<file path="src/rtl/usb_tx_pkt_seq_if.sv">
// Byte-level link between the packet sequencer (master) and the USB serializer (slave).
interface usb_tx_pkt_seq_if;
  logic [7:0] tx_data;
  logic       tx_valid;
  logic       tx_ready;
  logic       tx_den;

  modport master (output tx_data, output tx_valid, input tx_ready, input tx_den);
  modport slave  (input tx_data, input tx_valid, output tx_ready, output tx_den);
endinterface

</file>
<file path="src/rtl/usb_tx_pkt_seq.sv">
// USB packet sequencer: arbitrates handshake vs data requests, feeds PID/payload/CRC16
// bytes to the serializer and enforces an inter-packet gap after the line is released.
module usb_tx_pkt_seq #(
  parameter int unsigned MAX_LEN    = 64,
  parameter int unsigned IPG_CYCLES = 8
) (
  input  logic             i_clk,
  input  logic             i_reset,
  input  logic             i_hs_req,
  input  logic [1:0]       i_hs_pid,
  output logic             o_hs_done,
  input  logic             i_dat_req,
  input  logic             i_dat_toggle,
  input  logic [6:0]       i_dat_len,
  input  logic [7:0]       i_dat_byte,
  output logic             o_dat_rd,
  output logic             o_dat_done,
  output logic             o_busy,
  usb_tx_pkt_seq_if.master tx
);

  localparam logic [2:0] S_IDLE    = 3'd0;
  localparam logic [2:0] S_PID     = 3'd1;
  localparam logic [2:0] S_PAYLOAD = 3'd2;
  localparam logic [2:0] S_CRC_LO  = 3'd3;
  localparam logic [2:0] S_CRC_HI  = 3'd4;
  localparam logic [2:0] S_LAST    = 3'd5;
  localparam logic [2:0] S_EOP     = 3'd6;
  localparam logic [2:0] S_GAP     = 3'd7;

  localparam int unsigned GW = (IPG_CYCLES > 0) ? $clog2(IPG_CYCLES + 1) : 1;

  // Reflected CRC16 (poly 0x8005 -> 0xA001), one byte, LSB first.
  function automatic logic [15:0] crc16_byte(input logic [15:0] crc, input logic [7:0] b);
    logic [15:0] c;
    c = crc ^ {8'h00, b};
    for (int i = 0; i < 8; i++) begin
      c = c[0] ? ((c >> 1) ^ 16'hA001) : (c >> 1);
    end
    return c;
  endfunction

  logic [2:0]    r_state;
  logic [7:0]    r_pid;
  logic          r_is_dat;
  logic [6:0]    r_len;
  logic [6:0]    r_cnt;
  logic [15:0]   r_crc;
  logic [GW-1:0] r_gap;
  logic          r_hs_done;
  logic          r_dat_done;

  logic       w_grant;
  logic       w_ready;
  logic [6:0] w_len;
  logic [7:0] w_hs_pid;
  logic [7:0] w_tx_data;
  logic       w_tx_valid;

  assign w_ready = tx.tx_ready;
  // A done pulse blocks the grant so the finishing requester can drop its request.
  assign w_grant = (r_state == S_IDLE) && !r_hs_done && !r_dat_done && (i_hs_req || i_dat_req);
  assign w_len   = (32'(i_dat_len) > MAX_LEN) ? 7'(MAX_LEN) : i_dat_len;

  always_comb begin
    case (i_hs_pid)
      2'b00:   w_hs_pid = 8'hD2;
      2'b01:   w_hs_pid = 8'h5A;
      default: w_hs_pid = 8'h1E;
    endcase
  end

  always_ff @(posedge i_clk) begin
    if (i_reset) begin
      r_state    <= S_IDLE;
      r_pid      <= 8'h00;
      r_is_dat   <= 1'b0;
      r_len      <= 7'd0;
      r_cnt      <= 7'd0;
      r_crc      <= 16'hFFFF;
      r_gap      <= '0;
      r_hs_done  <= 1'b0;
      r_dat_done <= 1'b0;
    end else begin
      r_hs_done  <= 1'b0;
      r_dat_done <= 1'b0;
      case (r_state)
        S_IDLE: begin
          if (w_grant) begin
            r_state <= S_PID;
            r_crc   <= 16'hFFFF;
            r_cnt   <= 7'd0;
            if (i_hs_req) begin
              r_is_dat <= 1'b0;
              r_pid    <= w_hs_pid;
              r_len    <= 7'd0;
            end else begin
              r_is_dat <= 1'b1;
              r_pid    <= i_dat_toggle ? 8'h4B : 8'hC3;
              r_len    <= w_len;
            end
          end
        end
        S_PID: begin
          if (w_ready) begin
            if (!r_is_dat)          r_state <= S_LAST;
            else if (r_len == 7'd0) r_state <= S_CRC_LO;
            else                    r_state <= S_PAYLOAD;
          end
        end
        S_PAYLOAD: begin
          if (w_ready) begin
            r_crc <= crc16_byte(r_crc, i_dat_byte);
            r_cnt <= r_cnt + 7'd1;
            if (r_cnt + 7'd1 == r_len) r_state <= S_CRC_LO;
          end
        end
        S_CRC_LO: if (w_ready) r_state <= S_CRC_HI;
        S_CRC_HI: if (w_ready) r_state <= S_LAST;
        // The ready seen in LAST means the final byte has left the shifter.
        S_LAST:   if (w_ready) r_state <= S_EOP;
        S_EOP: begin
          if (!tx.tx_den) begin
            r_state <= S_GAP;
            r_gap   <= GW'(IPG_CYCLES);
          end
        end
        S_GAP: begin
          if (r_gap == '0) begin
            r_state <= S_IDLE;
            if (r_is_dat) r_dat_done <= 1'b1;
            else          r_hs_done  <= 1'b1;
          end else begin
            r_gap <= r_gap - GW'(1);
          end
        end
        default: r_state <= S_IDLE;
      endcase
    end
  end

  always_comb begin
    w_tx_data  = 8'h00;
    w_tx_valid = 1'b0;
    case (r_state)
      S_PID:     begin w_tx_data = r_pid;       w_tx_valid = 1'b1; end
      S_PAYLOAD: begin w_tx_data = i_dat_byte;  w_tx_valid = 1'b1; end
      S_CRC_LO:  begin w_tx_data = ~r_crc[7:0];  w_tx_valid = 1'b1; end
      S_CRC_HI:  begin w_tx_data = ~r_crc[15:8]; w_tx_valid = 1'b1; end
      S_LAST:    begin w_tx_data = 8'h00;       w_tx_valid = 1'b1; end
      default:   begin w_tx_data = 8'h00;       w_tx_valid = 1'b0; end
    endcase
  end

  assign tx.tx_data  = w_tx_data;
  assign tx.tx_valid = w_tx_valid;
  assign o_dat_rd    = (r_state == S_PAYLOAD) && w_ready;
  assign o_hs_done   = r_hs_done;
  assign o_dat_done  = r_dat_done;
  assign o_busy      = (r_state != S_IDLE);

endmodule

</file>
<file path="src/flat_wrapper.sv">
// flat-port wrapper written by rule: the top's interface ports become plain ports
module usb_tx_pkt_seq_flat 
#(
  parameter int unsigned MAX_LEN    = 64,
  parameter int unsigned IPG_CYCLES = 8
)
  (i_clk, i_reset, i_hs_req, i_hs_pid, o_hs_done, i_dat_req, i_dat_toggle, i_dat_len, i_dat_byte, o_dat_rd, o_dat_done, o_busy, tx_tx_data, tx_tx_valid, tx_tx_ready, tx_tx_den);
  usb_tx_pkt_seq_if tx_i ();
  input  logic i_clk;
  input  logic i_reset;
  input  logic i_hs_req;
  input  logic [1:0] i_hs_pid;
  output logic o_hs_done;
  input  logic i_dat_req;
  input  logic i_dat_toggle;
  input  logic [6:0] i_dat_len;
  input  logic [7:0] i_dat_byte;
  output logic o_dat_rd;
  output logic o_dat_done;
  output logic o_busy;
  output wire logic [$bits(tx_i.tx_data)-1:0] tx_tx_data;
  output wire logic [$bits(tx_i.tx_valid)-1:0] tx_tx_valid;
  input wire logic [$bits(tx_i.tx_ready)-1:0] tx_tx_ready;
  input wire logic [$bits(tx_i.tx_den)-1:0] tx_tx_den;
  assign tx_tx_data = tx_i.tx_data;
  assign tx_tx_valid = tx_i.tx_valid;
  assign tx_i.tx_ready = tx_tx_ready;
  assign tx_i.tx_den = tx_tx_den;
  usb_tx_pkt_seq #(.MAX_LEN(MAX_LEN), .IPG_CYCLES(IPG_CYCLES)) u_core (.i_clk(i_clk), .i_reset(i_reset), .i_hs_req(i_hs_req), .i_hs_pid(i_hs_pid), .o_hs_done(o_hs_done), .i_dat_req(i_dat_req), .i_dat_toggle(i_dat_toggle), .i_dat_len(i_dat_len), .i_dat_byte(i_dat_byte), .o_dat_rd(o_dat_rd), .o_dat_done(o_dat_done), .o_busy(o_busy), .tx(tx_i));
endmodule
</file>
<file path="config.mk">
export PLATFORM = sky130hd
export DESIGN_NAME = usb_tx_pkt_seq_flat
export DESIGN_NICKNAME = d
export VERILOG_FILES = /design/src/rtl/usb_tx_pkt_seq_if.sv /design/src/rtl/usb_tx_pkt_seq.sv /design/src/flat_wrapper.sv
export SDC_FILE = /design/constraint.sdc
export NUM_CORES = 1
export LEC_CHECK = 0
export ABC_AREA = 1
export CORE_ASPECT_RATIO = 0.6
export CORE_MARGIN = 2
export CORE_UTILIZATION = 59
export CTS_CLUSTER_DIAMETER = 60
export DETAILED_ROUTE_END_ITERATION = 16
export PLACE_DENSITY = 0.82
export SLEW_MARGIN = 20
export SYNTH_ARGS = -nofsm -noshare
export SYNTH_HDL_FRONTEND = slang
export SYNTH_SLANG_ARGS = --single-unit
export TNS_END_PERCENT = 20
</file>
<file path="constraint.sdc">
create_clock -name i_clk -period 3.6 [get_ports i_clk]
set_input_delay 0.72 -clock i_clk [delete_from_list [all_inputs] [get_ports i_clk]]
set_output_delay 0.72 -clock i_clk [all_outputs]
set_load 0.01 [all_outputs]
</file>
==> metrics.md, run 1 <==
| Metric | Value |
|---|---|
| Run status | `complete, no violations` |
| Count of cell types in the netlist | `39` |
| Postcts setup bufs | `0` |
| Reg-to-Reg Start | `u_core.r_state[1]` |
| Top-area cell type share of the netlist area | `0.340` |
| WL/cell | `around 13 µm` |
| Synth Register Bits | `46` |
| CTS max path bufs | `2` |
| Met1 WL | `approximately 3.4 mm` |
| RSZ-0062 raised after global routing | `false` |
| Critical Path, Cell by Cell | `inv_1 > nor3_1 > buf_4 > inv_1 > o2111ai_1 > clkdlybuf4s50_1` |
| First-pass GRT wire length | `between 10 and 15 mm` |
| Met3 routed wirelength | `525 µm` |
| Syn avg cell area | `6.58 µm²` |
| Net switching power figure | `0.983 mW` |
| Die Y | `around 57 µm` |
| Number of buffers and inverters on the critical path | `4` |
| Area grow syn2layout | `19.1%` |
| Leak | `between 1 and 1.5 nW` |
| Clk network pwr share | `0.174` |
| Port Buf Inserts | `36` |
| Largest net degree at the start of global routing | `25` |
| Slew Limit Fails | `0` |
| Fmax | `around 330 MHz` |
| Die ar. | `between 5000 and 6000 µm²` |
| Setup crit end kind | `output port` |
| Async S/R FF share, synth | `0` |
| DRC marker count from the first detailed-route iteration | `roughly 230` |
| Core ar. | `~4500 µm²` |
| Part of the power in registers | `0.345` |
| Drt via density | `5.35` |
| Final Hold Viols | `0` |
| R2R Setup Slk | `about 1.2 ns` |
| Crit. Startpoint | `u_core.r_state[2]` |
| Internal power | `1.24 mW` |
| Post-Syn Instances | `between 400 and 500` |
| Rows | `19` |
| Synth Flop Type | `dfxtp_1` |
| Netlist Area Pre-Place | `2710 µm²` |
| Fillers | `between 300 and 400` |
| VDD IR max | `a little under 0.5 mV` |
| CTS tree | `yes` |
| Clk_skew | `0.0102 ns` |
| Worst path arrival time | `2.33 ns` |
| Clk root buf | `clkbuf_8` |
| Hold path start | `u_core.r_cnt[6]` |
| ANT nets after route | `0` |
| Share of cells above drive strength 1 | `0.0759` |
| DRC | `0` |
| DR top layer | `met4` |
| Register area share after synthesis | `0.340` |
| Number of flops mapped to enable cells by yosys | `0` |
| HPWL after DPL | `4.95 mm` |
| Flip-flop and latch area | `~920 µm²` |
| Gate power share | `0.480` |
| CP top delay family | `buffers and inverters` |
| Max Cap Violations | `0` |
| CP required | `2.88 ns` |
| Final cell count without fillers | `511` |
| Nets | `473` |
| H-tree depth | `2` |
| Crit path max-delay cell type | `clkdlybuf4s50_1` |
| Worst-Margin Slew | `between 0.6 and 0.7 ns` |
| Area of the multi-input gates | `1500 µm²` |
| TritonRoute pass-1 iters | `5` |
| CP peak stage delay | `0.58 ns` |
| Initial core utilization | `0.603` |
| Sw Ratio | `0.441` |
| Top post-synthesis cells by area | `dfxtp_1 (34%), nand2_1 (18%), inv_1 (6.8%)` |
| Routability congestion estimate | `around 0.94` |
| Final TNS setup | `0 ns` |
| CTS Buf Count | `5` |
| Startpoint Class | `flip-flop` |
| N_diodes | `0` |
| Fin crit period | `~3 ns` |
| Die width | `between 90 and 100 µm` |
| Grt ovf | `0` |
| Resized cells post-CTS | `0` |
| CTS Sinks | `46` |
| Clock Latency Late Sink | `just over 0.3 ns` |
| Yosys warns | `0` |
| Synth area leader | `dfxtp_1` |
| Final period utilization | `0.847` |
| Total Wirelength | `~6.7 mm` |
| Most common cell on crit path | `inv_1` |
| Antenna violations before repair | `0` |
| PD cells | `690 nW/µm²` |
| CP max FO | `8` |
| Final setup viols | `0` |
| Clock Pin Slew Worst Setup and Hold Paths | `roughly 0.09 ns` |
| Vias | `roughly 2,700` |
| Critical path type | `reg -> out` |
| DR WL met2 | `about 2.7 mm` |
| I/O pin cnt | `37` |
| Tot GR Track Use | `0.275` |
| # hold bufs at CTS | `0` |
| Vias in the first global route | `2,370` |
| Mapped Nets | `438` |
| Relative slew slack | `0.584` |
| Placed Instances | `between 500 and 600` |
| Hold Path Class | `reg -> reg` |
cell families (layout without fill, tap and decap cells):
group                    Yosys count  after routing  share of synthesized area
AND/OR/NAND/NOR                  203            203                      0.337
flip-flops                        46             46                      0.340
adder cells (fa/ha/maj)            2              2                    0.00923
buffers and inverters             73            109                      0.106
AO/OA/AOI/OAI                     78             78                      0.171
XOR/XNOR                          10             10                     0.0374
registers in the layout, indices dropped and copies added, names as in the netlist:
signal and cells:
u_core.r_pid 7, u_core.r_state 3, u_core.r_gap 4, u_core.r_len 7, u_core.o_dat_done 1, u_core.r_crc 16
u_core.r_cnt 7, u_core.o_hs_done 1
layout by cell type (no fill, tap or decap), drive strengths merged:
cell	n
nand3b	1
nor2	33
a211oi	1
inv	61
o22ai	4
o211ai	4
nand4	5
and3	1
or2	1
o21ai	31
clkdlybuf4s50	36
xnor2	3
xnor3	1
xor2	6
dfxtp	46
a21oi	24
nor3b	1
nor4	2
nor3	5
bufinv	1
o21a	1
o2111ai	5
nand2	128
buf	3
o211a	1
nand3	26
a221o	2
a32o	1
clkinv	3
clkbuf	5
o221ai	4
ha	2
tightest hold or removal path: stages, from the launching register on:
cell,delay [ns]
dfxtp_1,0.32
nand2_1,0.06
a21oi_1,0.05
per-layer routing:
| layer | GRT usage | vias to the layer above |
|---|---|---|
| met5 | 0 | - |
| met4 | 0.0519 | 0 |
| met3 | 0.0443 | 5 |
| met2 | 0.400 | 105 |
| met1 | 0.429 | 1205 |
| li1 | - | 1419 |
stage by stage:
stage | setup WS [ns] | utilization | hold WS (ns) | total power [mW] | cell area (µm²)
after CTS | 0.581 | 0.718 | 0.473 | 2.21 | 3230
after global routing | 0.426 | 0.718 | 0.493 | 2.40 | 3230
after global placement | 0.857 | 0.694 | 0.452 | 1.81 | 3120
final | 0.549 | 0.718 | 0.475 | 2.23 | 3230
after floorplan | 1.65 | - | 0.422 | 1.52 | 2710
after detailed placement | 0.830 | 0.694 | 0.461 | 1.83 | 3120
final cells by class:
type                    instances  area share
clock buffers                   5      0.0213
clock inverters                 3      0.0124
repair buffers                 39       0.119
flip-flops and latches         46       0.285
inverters                      62      0.0721
well taps                      63      0.0244
multi-input cells             293       0.466
synth_stat cells, types with 5 or more instances:
| cell | count |
|---|---|
| o21ai_0 | 11 |
| nand2_1 | 127 |
| inv_2 | 12 |
| o21ai_1 | 20 |
| inv_1 | 49 |
| dfxtp_1 | 46 |
| a21oi_1 | 24 |
| nor2_1 | 25 |
| xor2_1 | 6 |
| nand4_1 | 5 |
| nand3_1 | 26 |
| clkbuf_1 | 5 |
| o2111ai_1 | 5 |
final timing paths:
path / end / cells after the start
max: tx_tx_data[6] / 6
min: u_core.r_cnt[6] / 2
max reg2reg: u_core.r_cnt[4] / 10
min reg2reg: u_core.r_cnt[6] / 2
power groups by stage:
stage,clock network [mW],logic (mW),registers [mW]
2_1_floorplan,0,0.790,0.730
3_3_place_gp,0,1.04,0.774
3_5_place_dp,0,1.05,0.776
4_1_cts,0.389,1.06,0.765
5_1_grt,0.411,1.20,0.787
6_report,0.388,1.07,0.769
No activity file was read; power rests on OpenSTA's default activity.
==> run 2: changes to the inputs <==
--- a/config.mk
+++ b/config.mk
@@ -8,10 +8,10 @@
 export ABC_AREA = 1
 export CORE_ASPECT_RATIO = 0.6
 export CORE_MARGIN = 2
-export CORE_UTILIZATION = 59
+export CORE_UTILIZATION = 55
 export CTS_CLUSTER_DIAMETER = 60
 export DETAILED_ROUTE_END_ITERATION = 16
-export PLACE_DENSITY = 0.82
+export PLACE_DENSITY = 0.77
 export SLEW_MARGIN = 20
 export SYNTH_ARGS = -nofsm -noshare
 export SYNTH_HDL_FRONTEND = slang
==> constraint.sdc (replaced) <==
create_clock -name i_clk -period 2.9 [get_ports i_clk]
set_input_delay 0.58 -clock i_clk [delete_from_list [all_inputs] [get_ports i_clk]]
set_output_delay 0.58 -clock i_clk [all_outputs]
set_load 0.01 [all_outputs]
==> run 2 against run 1 <==
Net effect:
- combinational power grew 29%
- first-iteration DRC count shrank 21%
- register-to-register slack lost 0.52 ns
- via count grew 0.48%
- final cell count grew 0.59%
- clock skew shrank 0.00099 ns
- worst hold slack lost 0.00060 ns
- sequential power grew 26%
- die area grew 6.9%
- worst setup slack lost 0.38 ns
- critical path type unchanged
==> metrics.md, run 2 (synthesis gave the netlist of run 1 again) <==
| Metric | Value |
|---|---|
| Run status | `complete, no violations (unchanged)` |
| Max reg flops | `16 (unchanged)` |
| Die width | `94.6 µm (was 91.5 µm)` |
| Final setup viols | `0 (unchanged)` |
| CTS tree | `yes (unchanged)` |
| Drt via density | `5.34 (was 5.35)` |
| Clk root buf | `clkbuf_8 (unchanged)` |
| Startpoint Class | `flip-flop (unchanged)` |
| Vias in the first global route | `2,363 (was 2,370)` |
| H-tree depth | `2 (unchanged)` |
| Nets | `477 (was 473)` |
| DRC marker count from the first detailed-route iteration | `182 (was 231)` |
| N_diodes | `0 (unchanged)` |
| CTS Sinks | `46 (unchanged)` |
| Relative slew slack | `0.572 (was 0.584)` |
| Slew Limit Fails | `0 (unchanged)` |
| Die ar. | `5530 µm² (was 5170 µm²)` |
| Clock Latency Late Sink | `0.29 ns (was 0.31 ns)` |
| Core ar. | `4660 µm² (was 4490 µm²)` |
| CP required | `2.32 ns (was 2.88 ns)` |
| Clock Pin Slew Worst Setup and Hold Paths | `0.08 ns (was 0.09 ns)` |
| Depth of the most critical reg-to-reg path | `10 (unchanged)` |
| Part of the power in registers | `0.357 (was 0.345)` |
| ANT nets after route | `0 (unchanged)` |
| Core Util, Final | `0.694 (was 0.718)` |
| Hold depth | `2 (unchanged)` |
| DRC | `0 (unchanged)` |
| VDD IR max | `0.594 mV (was 0.482 mV)` |
| Hold path start | `u_core.r_gap[0] (was u_core.r_cnt[6])` |
| Routability congestion estimate | `0.861 (was 0.941)` |
| Worst path arrival time | `2.15 ns (was 2.33 ns)` |
| Commonest non-fill, non-tap cells in the layout | `nand2_1 (127), inv_1 (49), dfxtp_1 (43), clkdlybuf4s50_1 (36), nand3_1 (26) (was nand2_1 (127), inv_1 (49), dfxtp_1 (46), clkdlybuf4s50_1 (36), nand3_1 (26))` |
| TritonRoute pass-1 iters | `5 (unchanged)` |
| WHS Endpoint | `u_core.r_gap[0] (was u_core.r_cnt[6])` |
| Net switching power figure | `1.23 mW (was 0.983 mW)` |
| # hold bufs at CTS | `0 (unchanged)` |
| Fmax | `~370 MHz` |
| Critical path type | `reg -> out (unchanged)` |
| Rows | `19 (unchanged)` |
| Initial core utilization | `0.582 (was 0.603)` |
| I/O pin cnt | `37 (unchanged)` |
| Largest net degree at the start of global routing | `25 (unchanged)` |
| First-pass GRT wire length | `11.4 mm (was 11.3 mm)` |
| Setup crit end kind | `output port (unchanged)` |
| Area grow syn2layout | `19.3% (was 19.1%)` |
| Tot GR Track Use | `0.267 (was 0.275)` |
| Final TNS setup | `0 ns (unchanged)` |
| PD cells | `841 nW/µm² (was 690 nW/µm²)` |
| Final Hold Viols | `0 (unchanged)` |
| Port Buf Inserts | `36 (unchanged)` |
| Internal power | `1.49 mW (was 1.24 mW)` |
| RR Endpoint | `u_core.r_cnt[4] (unchanged)` |
| CTS max path bufs | `2 (unchanged)` |
| Clk_skew | `0.00922 ns (was 0.0102 ns)` |
| Clk network pwr share | `0.137 (was 0.174)` |
| Sw Ratio | `0.452 (was 0.441)` |
| Fin crit period | `about 2.7 ns` |
| Gate power share | `0.506 (was 0.480)` |
| Max Cap Violations | `0 (unchanged)` |
| Hold Path Class | `reg -> reg (unchanged)` |
| Top reg by flops | `u_core.r_crc (unchanged)` |
| RSZ-0062 raised after global routing | `false (unchanged)` |
| HPWL after DPL | `5.40 mm (was 4.95 mm)` |
| Worst-Margin Slew | `0.641 ns (was 0.622 ns)` |
| Fillers | `432 (was 378)` |
| CP max FO | `12 (was 8)` |
| Most common cell after layout, fill and taps aside | `nand2_1 (unchanged)` |
| R2R Setup Slk | `0.63 ns (was 1.15 ns)` |
| WL/cell | `13.8 µm (was 13.1 µm)` |
| CTS Buf Count | `5 (unchanged)` |
| Antenna violations before repair | `0 (unchanged)` |
| Area of the multi-input gates | `1510 µm² (was 1500 µm²)` |
| Vias | `2,747 (was 2,734)` |
| Final period utilization | `0.940` |
| Share of cells above drive strength 1 | `0.0865 (was 0.0759)` |
| Leak | `1.46 nW (was 1.45 nW)` |
| Flip-flop and latch area | `925 µm² (was 921 µm²)` |
| Grt ovf | `0 (unchanged)` |
| Reg-to-Reg Start | `u_core.r_state[1] (unchanged)` |
| Total Wirelength | `7.08 mm (was 6.68 mm)` |
| Die Y | `58.4 µm (was 56.5 µm)` |
## run 2: cell count changes in the layout (fill, tap and decap cells not counted), sizes merged
cell / before / now
clkinv: 3 / 1
bufinv: 1 / 0
buf: 3 / 7
clkbuf: 5 / 7
## run 2: power groups by stage
stage / clock network (mW) / registers (mW) / logic [mW]
after CTS: 0.370 / 0.961 / 1.36
after global routing: 0.394 / 0.994 / 1.53
after detailed placement: 0 / 0.972 / 1.35
final: 0.373 / 0.972 / 1.38
after global placement: 0 / 0.972 / 1.33
after floorplan: 0 / 0.906 / 0.981
## run 2: how the worst max path moves through the flow
stage,start,to,slack [ns],cells past startpoint
floorplan,u_core.r_state[2],tx_tx_data[6],1.09,5
global placement,i_dat_byte[5],tx_tx_data[5],0.36,4
detailed placement,i_dat_byte[6],tx_tx_data[6],0.34,4
CTS,u_core.r_state[2],tx_tx_data[6],0.04,5
global route,u_core.r_state[2],tx_tx_data[5],0.06,5
finish,u_core.r_state[1],o_dat_rd,0.17,5
## run 2: layer usage
layer / share of wire / track usage / routed length, µm / up-vias
li1: - / - / - / 1418
met4: 0.0032 / 0.0311 / 23 / 0
met1: 0.49 / 0.401 / 3510 / 1200
met3: 0.11 / 0.0717 / 759 / 2
met5: 0 / 0 / 0 / -
met2: 0.39 / 0.397 / 2800 / 127
## run 2: through the flow
| stage | hold slack (ns) | total power, mW | cell area [µm²] | worst slack (ns) | instances |
|---|---|---|---|---|---|
| global route | 0.495 | 2.92 | 3240 | 0.0564 | 514 |
| finish | 0.475 | 2.72 | 3240 | 0.173 | 514 |
| detailed placement | 0.463 | 2.32 | 3150 | 0.342 | 507 |
| global placement | 0.451 | 2.30 | 3150 | 0.361 | 507 |
| CTS | 0.478 | 2.69 | 3230 | 0.0395 | 514 |
| floorplan | 0.422 | 1.89 | 2710 | 1.09 | 412 |
## run 2: repair_timing
action,CTS,global route
setup endpoints to repair,0,6
resized for setup,0,4
setup buffers,0,0
## run 2: final cells by class
class | instances | area share
Timing Repair Buffer | 43 | 0.128
Clock buffer | 7 | 0.0236
Multi-Input combinational cell | 293 | 0.467
Inverter | 62 | 0.0719
Tap cell | 63 | 0.0244
Sequential cell | 46 | 0.286
## run 2: worst max-delay path, cell delays in order, from the launching register on
cell and delay [ns]:
dfxtp_2 0.42, inv_2 0.07, nor3_4 0.47, inv_2 0.23, nor2_4 0.13, clkdlybuf4s50_1 0.54
